<file path="src/rtl/fib_step.sv">
// Expected-term generator: holds the last two Fibonacci terms, WIDTH-bit wrapping.
module fib_step #(
  parameter int WIDTH = 32
) (
  input  logic             clk,
  input  logic             rst,
  input  logic             load,
  input  logic             advance,
  output logic [WIDTH-1:0] exp_cur
);

  localparam logic [WIDTH-1:0] ONE = {{(WIDTH-1){1'b0}}, 1'b1};

  logic [WIDTH-1:0] exp_prev;

  always_ff @(posedge clk) begin
    if (rst || load) begin
      exp_prev <= '0;
      exp_cur  <= ONE;
    end else if (advance) begin
      exp_prev <= exp_cur;
      exp_cur  <= exp_cur + exp_prev;
    end
  end

endmodule

</file>
<file path="config.mk">
export PLATFORM = sky130hd
export DESIGN_NAME = fib_step
export DESIGN_NICKNAME = d
export VERILOG_FILES = /design/src/rtl/fib_step.sv
export SDC_FILE = /design/constraint.sdc
export NUM_CORES = 1
export LEC_CHECK = 0
export CORE_MARGIN = 8
export CORE_UTILIZATION = 45
export DETAILED_ROUTE_END_ITERATION = 8
export PLACE_DENSITY_LB_ADDON = 0.12
export SYNTH_ARGS = -nofsm -noshare
export SYNTH_HDL_FRONTEND = slang
export SYNTH_SLANG_ARGS = --single-unit
</file>
<file path="constraint.sdc">
create_clock -name clk -period 2.88 [get_ports clk]
set_input_delay 0.288 -clock clk [delete_from_list [all_inputs] [get_ports clk]]
set_output_delay 0.288 -clock clk [all_outputs]
set_load 0.05 [all_outputs]
</file>
# Word level (Yosys, flattened, before mapping)
# Index checks and enable logic that the tools add are counted.
[word_totals]
reg_bits = 64
input_bits = 4
output_inout_bits = 32
[classes]
n_addsub = 1
reduce_logical = 1
[op_table]
columns = ["operator", "n"]
rows = [
  ["$add 32x32->32", 1],
  ["$logic_or 1x1->1", 1],
]

# Logic depth before layout (Yosys ltp)
[logic_depth]
word_depth = 1
depth_mapped = 11
ltp_nobuf = 11

# Worst setup path before layout
# No wires, ideal clock.
[synth_path]
path_type = "register -> register"
from = "reg exp_cur[0]"
to = "reg exp_cur[28]"
setup_time_ns = 0.120
arrival_ns = 2.870
path_slack_ns = -0.110
stages_incl_launch_ff = 12
path_buffers = 0
period_less_slack_ns = 2.990
path_cell_list = "dfxtp_1 ha_1 fa_1 a21o_1 a221oi_2 o31a_1 o31ai_4 a31oi_1 o21ai_1 a221oi_2 xor2_1 o21ai_1"
[synth_between]
elab_chain_cells = 1
[synth_lines]
columns = ["item", "line_no", "source"]
rows = [
  ["start, declared", "9", "output logic [WIDTH-1:0] exp_cur"],
  ["start signal, assigned", "22", "exp_cur <= exp_cur + exp_prev;"],
  ["$add 32x32->32", "22", ""],
]
# Every way passes these cells.
# A chain may end at the register's enable or synchronous reset.

# Worst setup path after layout
[layout_path]
from = "reg exp_cur[4]"
to = "reg exp_cur[29]"
# Same word-level chain as after synthesis.

==> flow_metrics.tcl <==
set metrics [dict create \
    p_leak_nw 2.086 \
    cts.sinks 64 \
    clk_path_buf_depth 2 \
    combPwrFrac_pct 4.7 \
    finalSetupViolations 0 \
    final_nets 505 \
    grt_setup_unrepaired "true" \
    whs_ns 0.4841 \
    fin_skew_ns 0.005880 \
    cts_tree "done" \
    hold_buffers 0 \
    netlist_area_um2 3811 \
    route.met3.wl_um 323 \
    ir_drop_mv 0.1920 \
    dpl.hpwl_um 6102 \
    p_per_area_nw_per_um2 394.0 \
    required_ns 3.12 \
    grt_max_degree 62 \
    drt-pass1-iter-count 4 \
    finalMaxSlewViolations 0 \
    max_freq_mhz 360.4 \
    cts_buffers 9 \
    switching_share_pct 22.26 \
    die_area_um2 11670 \
    diodes 0 \
    place_congestion 0.8488 \
    initial_utilization_pct 46.38 \
    insertion_delay_ns 0.34 \
    internal_power_mw 1.411 \
    syn2layout_area_growth_pct 20.91 \
    crit_top_cell "a31o_2" \
    path_cells "ha_1 -> a21o_1 -> a31o_2 -> o2111ai_4 -> a21oi_2 -> or3_1 -> a31o_2 -> a31oi_4 -> nor3_1 -> a211o_1" \
    io_pins 36 \
    fillCellCount 755 \
    cts.htree.levels 3 \
    wl_met2_um 3916 \
    hp-class "reg -> reg" \
    holdCritStartpoint "exp_cur[21]" \
    drc_errors 0 \
    met1_length_um 4185 \
    die_y_um 108.0 \
    timing.slew.headroom_pct 51.64 \
    yosysWarnings 0 \
    antenna_found_initial 0 \
    drv_cap 0 \
    layout_min_cycle_time_ns 2.775 \
    setup.worst_path.start "exp_cur[4]" \
    clk_pin_slew_worst_paths_ns 0.07 \
    synth_flop_cell "dfxtp_1" \
    max_stage_delay_ns 0.35 \
    synth-edff-count 0 \
    finalCritPeriodShare_pct 96.35 \
    mappedNetlistNets 467 \
    drtIter0Drc 96 \
    worst-slew-pin-transition_ns 0.7255 \
    vias 3135 \
    cts_root_buf "clkbuf_8" \
    cp.buffers_inverters 0 \
    hold_violations 0 \
    layout-drive-gt1-share_pct 10.13 \
    seq_power_share_pct 49.0 \
    placed_cell_area_um2 4299 \
    end_kind "flop" \
    topRoutingLayerUsed "met4" \
    route.antenna.remaining_nets 0 \
    grt_pass1_wl_um 14320 \
    avgRoutedWirePerCell_um 14.96 \
    path_class "reg -> reg" \
    r2r_start "exp_cur[4]" \
    cp_slowest_cell "ha_1" \
    core_um2 8217 \
    crit_arrival_ns 3.01 \
    io_buffers 35 \
    seq_area_frac_synth_pct 33.62 \
    p_switching_mw 0.4041 \
    synth_seq_cells 64 \
    stdcell_area_um2 4608 \
    status "finished, final reports clean" \
    wl_um 8660 \
    syn_avg_cell_area_um2 8.843 \
    async_flop_share_pct 0 \
    clockPowerShare_pct 46.4 \
    cpLargestDelayFamily "compound AO/OA/AOI/OAI gates" \
    synthDistinctLibCells 49 \
    synthCells 431 \
    grtUsageTotal_pct 15.13 \
    grt_overflow_total 0 \
    crit_fanout 5 \
    start_kind "flop" \
    viasPerCell 5.415 \
    num_rows 33 \
    dieWidth_um 108.0 \
    first_global_vias 3043 \
]
==> layout make-up <==
type	instances	area (µm²)	share of cell area (%)
Clock buffer	14	182.7	3.964
Sequential cell	64	1284	27.86
Inverter	5	18.77	0.4073
Multi-Input combinational cell	343	2516	54.60
Timing Repair Buffer	46	440.4	9.557
Clock inverter	2	35.03	0.7602
Tap cell	105	131.4	2.851
==> Yosys cell counts (4+ instances only) <==
cell	number	area share, %
a21o_1	20	3.9
inv_1	4	0.39
nor2_1	68	6.7
xnor2_1	12	2.8
mux2i_1	51	13
xor2_1	13	3.0
ha_1	31	10
nor3_1	5	0.66
o21bai_1	4	0.79
o21ai_1	14	1.8
and3_1	6	0.99
buf_1	4	0.39
nand2_1	24	2.4
a211oi_1	8	1.6
nand3_1	9	1.2
clkbuf_1	15	1.5
dfxtp_1	64	34
a31oi_1	4	0.66
o21ai_0	8	1.1
a21oi_1	23	3.0
==> layer usage <==
| metal | GRT usage (%) | vias up |
|---|---|---|
| li1 | - | 1629 |
| met1 | 18.23 | 1436 |
| met2 | 24.54 | 53 |
| met3 | 3.569 | 17 |
| met4 | 7.830 | 0 |
| met5 | 0 | - |
==> what timing repair did <==
action	in CTS	in global routing
cloned	0	0
pin swaps	1	5
endpoints found under the setup margin	2	6
resized for setup	0	12
buffers inserted	0	2
==> final timing paths <==
kind	slack (ns)	endpoint	cells past startpoint
max	0.11	exp_cur[29]	10
min	0.48	exp_cur[21]	2
max reg2reg	0.11	exp_cur[29]	10
min reg2reg	0.48	exp_cur[21]	2
==> cells in the final DEF (no fill, tap or decap), types with 3 or more instances in the layout <==
cell             count
a211oi_1             8
a21o_1              20
a21oi_1             22
and3_1               6
buf_4               10
clkbuf_8            13
clkdlybuf4s50_1     34
dfxtp_1             62
ha_1                31
inv_1                4
mux2i_1             51
nand2_1             24
nand2b_1             3
nand3_1              9
nand4_1              3
nor2_1              68
nor3_1               5
o211ai_1             3
o21ai_0              8
o21ai_1             13
o21bai_1             4
or3_1                3
xnor2_1             12
xor2_1              13
==> state kept, by name, summed over array words and instances (netlist names) <==
signal / count
exp_prev: 32
exp_cur: 32
==> power groups by stage <==
stage	sequential, mW	combinational [mW]	clock, mW
3_3_place_gp	0.909	0.0857	0
3_5_place_dp	0.910	0.0861	0
6_report	0.889	0.0846	0.842
4_1_cts	0.889	0.0863	0.870
2_1_floorplan	0.914	0.0558	0
5_1_grt	0.889	0.0921	0.903
==> stage by stage <==
step	TNS, ns	utilization (%)	setup slack, ns	total power, mW	std cells
after floorplan	0	-	0.02018	0.9702	431
after global placement	0	52.32	0.08572	0.9952	561
after detailed placement	0	52.32	0.009228	0.9956	561
after CTS	0	54.97	0.01330	1.845	577
after global routing	-0.03424	56.08	-0.01852	1.885	579
final	0	56.08	0.1050	1.815	579
==> worst reg2reg max path, stage by stage, from the launching register on <==
cell,delay [ns]
dfxtp_2,0.33
ha_1,0.35
a21o_1,0.24
a31o_2,0.26
o2111ai_4,0.22
a21oi_2,0.09
or3_1,0.35
a31o_2,0.31
a31oi_4,0.18
nor3_1,0.06
a211o_1,0.27
==> logic make-up after synthesis <==
group | after synthesis | share of synthesized area, %
xor gates and xnor gates | 25 | 5.745
AOI/OAI and AO/OA | 104 | 18.94
muxes | 51 | 13.39
adders and majority gates | 32 | 10.70
buffers and inverters | 24 | 2.363
and+or+nand+nor | 131 | 15.23
DFF | 64 | 33.62
Power figures use the tool's default switching activity.
==> RTL change, RTL diff (same settings) <==
Change the parameter `WIDTH` from 32 to 40.
--- a/src/rtl/fib_step.sv
+++ b/src/rtl/fib_step.sv
@@ -1,6 +1,6 @@
 // Expected-term generator: holds the last two Fibonacci terms, WIDTH-bit wrapping.
 module fib_step #(
-  parameter int WIDTH = 32
+  parameter int WIDTH = 40
 ) (
   input  logic             clk,
   input  logic             rst,
Interface: changed (resized exp_cur); port bits go from 36 to 44. The function was not compared with the original's and may differ.
==> RTL change against the original RTL <==
Sequential cell count up 16; critical path depth stayed put; total power is 14% higher; synthesized area is 29% higher; setup slack improved by 91 ps; design area is 25% higher; clock power grew 2%; routed wire length increased by 30%; critical endpoint is now exp_cur[38]; largest cell class unchanged.
==> RTL change: results (changes against the original RTL) <==
Final layout
  • Fill cells: 1027 (+36%)
  • N_diodes: 0 (unchanged)
  • Top Registers: exp_cur: 40 flops, exp_prev: 40 flops
  • Share of cells above drive strength 1: 8.06% (-2.1 points)
  • Fin cells: 748 (+29%)
  • Layout Nets: 647 (+28%)

Detailed routing
  • Post-Route M1 WL: 5500 um (+31%)
  • First-pass iteration count of the detailed router: 5 (+1)
  • DR vias: 4147 (+32%)
  • Met2 wire len: 5060 um (+29%)
  • Initial DRC count: 183 (+91%)
  • Routed wl met3: 547 um (+69%)
  • DRT Wirelength: 11300 um (+30%)

Clock tree
  • Max clock buf depth: 2 (unchanged)
  • Root buf cell: clkbuf_8
  • Worst skew pair latency: 370 ps (+30 ps)
  • Inserted Clock Buffers: 9 (unchanged)

Logic synthesis
  • Sequential cell area fraction in the yosys report: 32.5% (-1.2 points)
  • Synth top cells by count: 93 x nor2_1, 80 x dfxtp_1, 65 x mux2i_1, 45 x a21oi_1, 39 x ha_1
  • Syn nets: 608 (+30%)
  • Distinct cells, synth: 60 (+22%)
  • Syn Area/Cell: 8.75 sq um (-1.1%)
  • Top cells by area, synth: dfxtp_1 32%, mux2i_1 13%, ha_1 9.9%
  • Synth warnings: 0 (unchanged)

Placed design
  • GP Congestion: 0.881 (+3.7%)
  • Post-detail-place hpwl: 8300 um (+36%)
  • IO Port Bufs: 43 (+23%)
  • Cell total after placement: 732 (+30%)

Critical path
  • CP Data Arrival Time: 2930 ps (-80 ps)
  • Max FO, Critical Path: 4 (-1)

Global route
  • Global Route Usage Sum: 16.1% (+0.95 points)
  • First-pass GRT wire length: 19600 um (+37%)
  • Largest net degree at the start of global routing: 48 (-23%)

Status
  • Status: finished clean

Power
  • Leak pwr: 0.00254 uW (+22%)
  • VDD IR max: 223 uV (+16%)

Timing
  • Setup Skew: 10.7 ps (+4.78 ps)
  • Slew @ Worst Pin: 543 ps (-182 ps)

Worst hold path
  • Worst hold path type: in -> reg
## RTL change: changes by cell type in the layout (fill, tap and decap cells not counted), moves of 6 or more
cell,delta
o21ai_0,+6
ha_1,+8
clkdlybuf4s50_1,+8
dfxtp_1,+18
xnor2_1,+10
mux2i_1,+14
o21ai_1,-10
a31oi_1,+6
nor2_1,+24
a21oi_1,+22
## RTL change: cell type report
type	instances	area (sq um)	area share (%)
multi-input cells	448	3200	55.7
flip-flops and latches	80	1600	27.9
repair buffers	55	531	9.25
well taps	140	175	3.05
clock buffers	13	159	2.77
clock inverters	3	40.0	0.698
inverters	9	33.8	0.589
## RTL change: repair_timing
item / in CTS / in global routing
setup endpoints to repair: 1 / 8
setup buffers: 0 / 0
pin swaps: 0 / 1
gates resized for setup: 1 / 6
## RTL change: metal layers
| metal | GRT usage, % | vias to the layer above |
|---|---|---|
| met5 | 0 | - |
| met4 | 6.64 | 0 |
| met2 | 24.2 | 62 |
| li1 | - | 2114 |
| met1 | 21.1 | 1960 |
| met3 | 4.57 | 11 |
## RTL change: report_power, final
group          total [uW]  leakage, uW  internal (uW)  switching [uW]
clock                 856     0.000103            446             410
combinational         106      0.00179           37.9            68.2
sequential           1110     0.000645           1110            2.80
## RTL change: through the flow
step / hold WS (ps) / worst slack, ps / cell area (sq um) / power, uW / TNS [ps]
3_5_place_dp: 487 / -4.83 / 5510 / 1240 / -4.83
3_3_place_gp: 479 / 89.8 / 5510 / 1240 / 0
6_report: 462 / 196 / 5740 / 2070 / 0
4_1_cts: 450 / 105 / 5710 / 2100 / 0
2_1_floorplan: 465 / 39.8 / 4930 / 1220 / 0
5_1_grt: 477 / 8.46 / 5740 / 2160 / 0
## RTL change: logic make-up (layout without fill, tap and decap cells)
kind of cell / after synthesis / after routing / synth area share, %
AND/OR/NAND/NOR: 176 / 176 / 16.3
multiplexers: 65 / 65 / 13.2
adder cells (fa/ha/maj): 40 / 40 / 10.3
XOR/XNOR: 30 / 30 / 5.33
AO/OA/AOI/OAI: 137 / 137 / 19.1
buffers and inverters: 36 / 80 / 3.30
flip-flops: 80 / 80 / 32.5
## RTL change: path summary, 6_finish.rpt
kind	startpoint	end	slack, ps	depth (start not counted)
worst min register to register	exp_prev[14]	exp_prev[14]	500	2
worst max-delay path	exp_cur[7]	exp_cur[38]	200	10
worst max register to register	exp_cur[7]	exp_cur[38]	200	10
worst min-delay path	advance	exp_prev[38]	460	3
## RTL change: critical path, stage by stage, from the launching register on
cell and delay, ps:
dfxtp_1 340, ha_1 350, a21o_1 210, a211oi_1 290
o21a_1 240, a21oi_1 120, a21bo_2 270, a31o_2 260
o221ai_1 200, xor2_1 160, o21ai_0 100
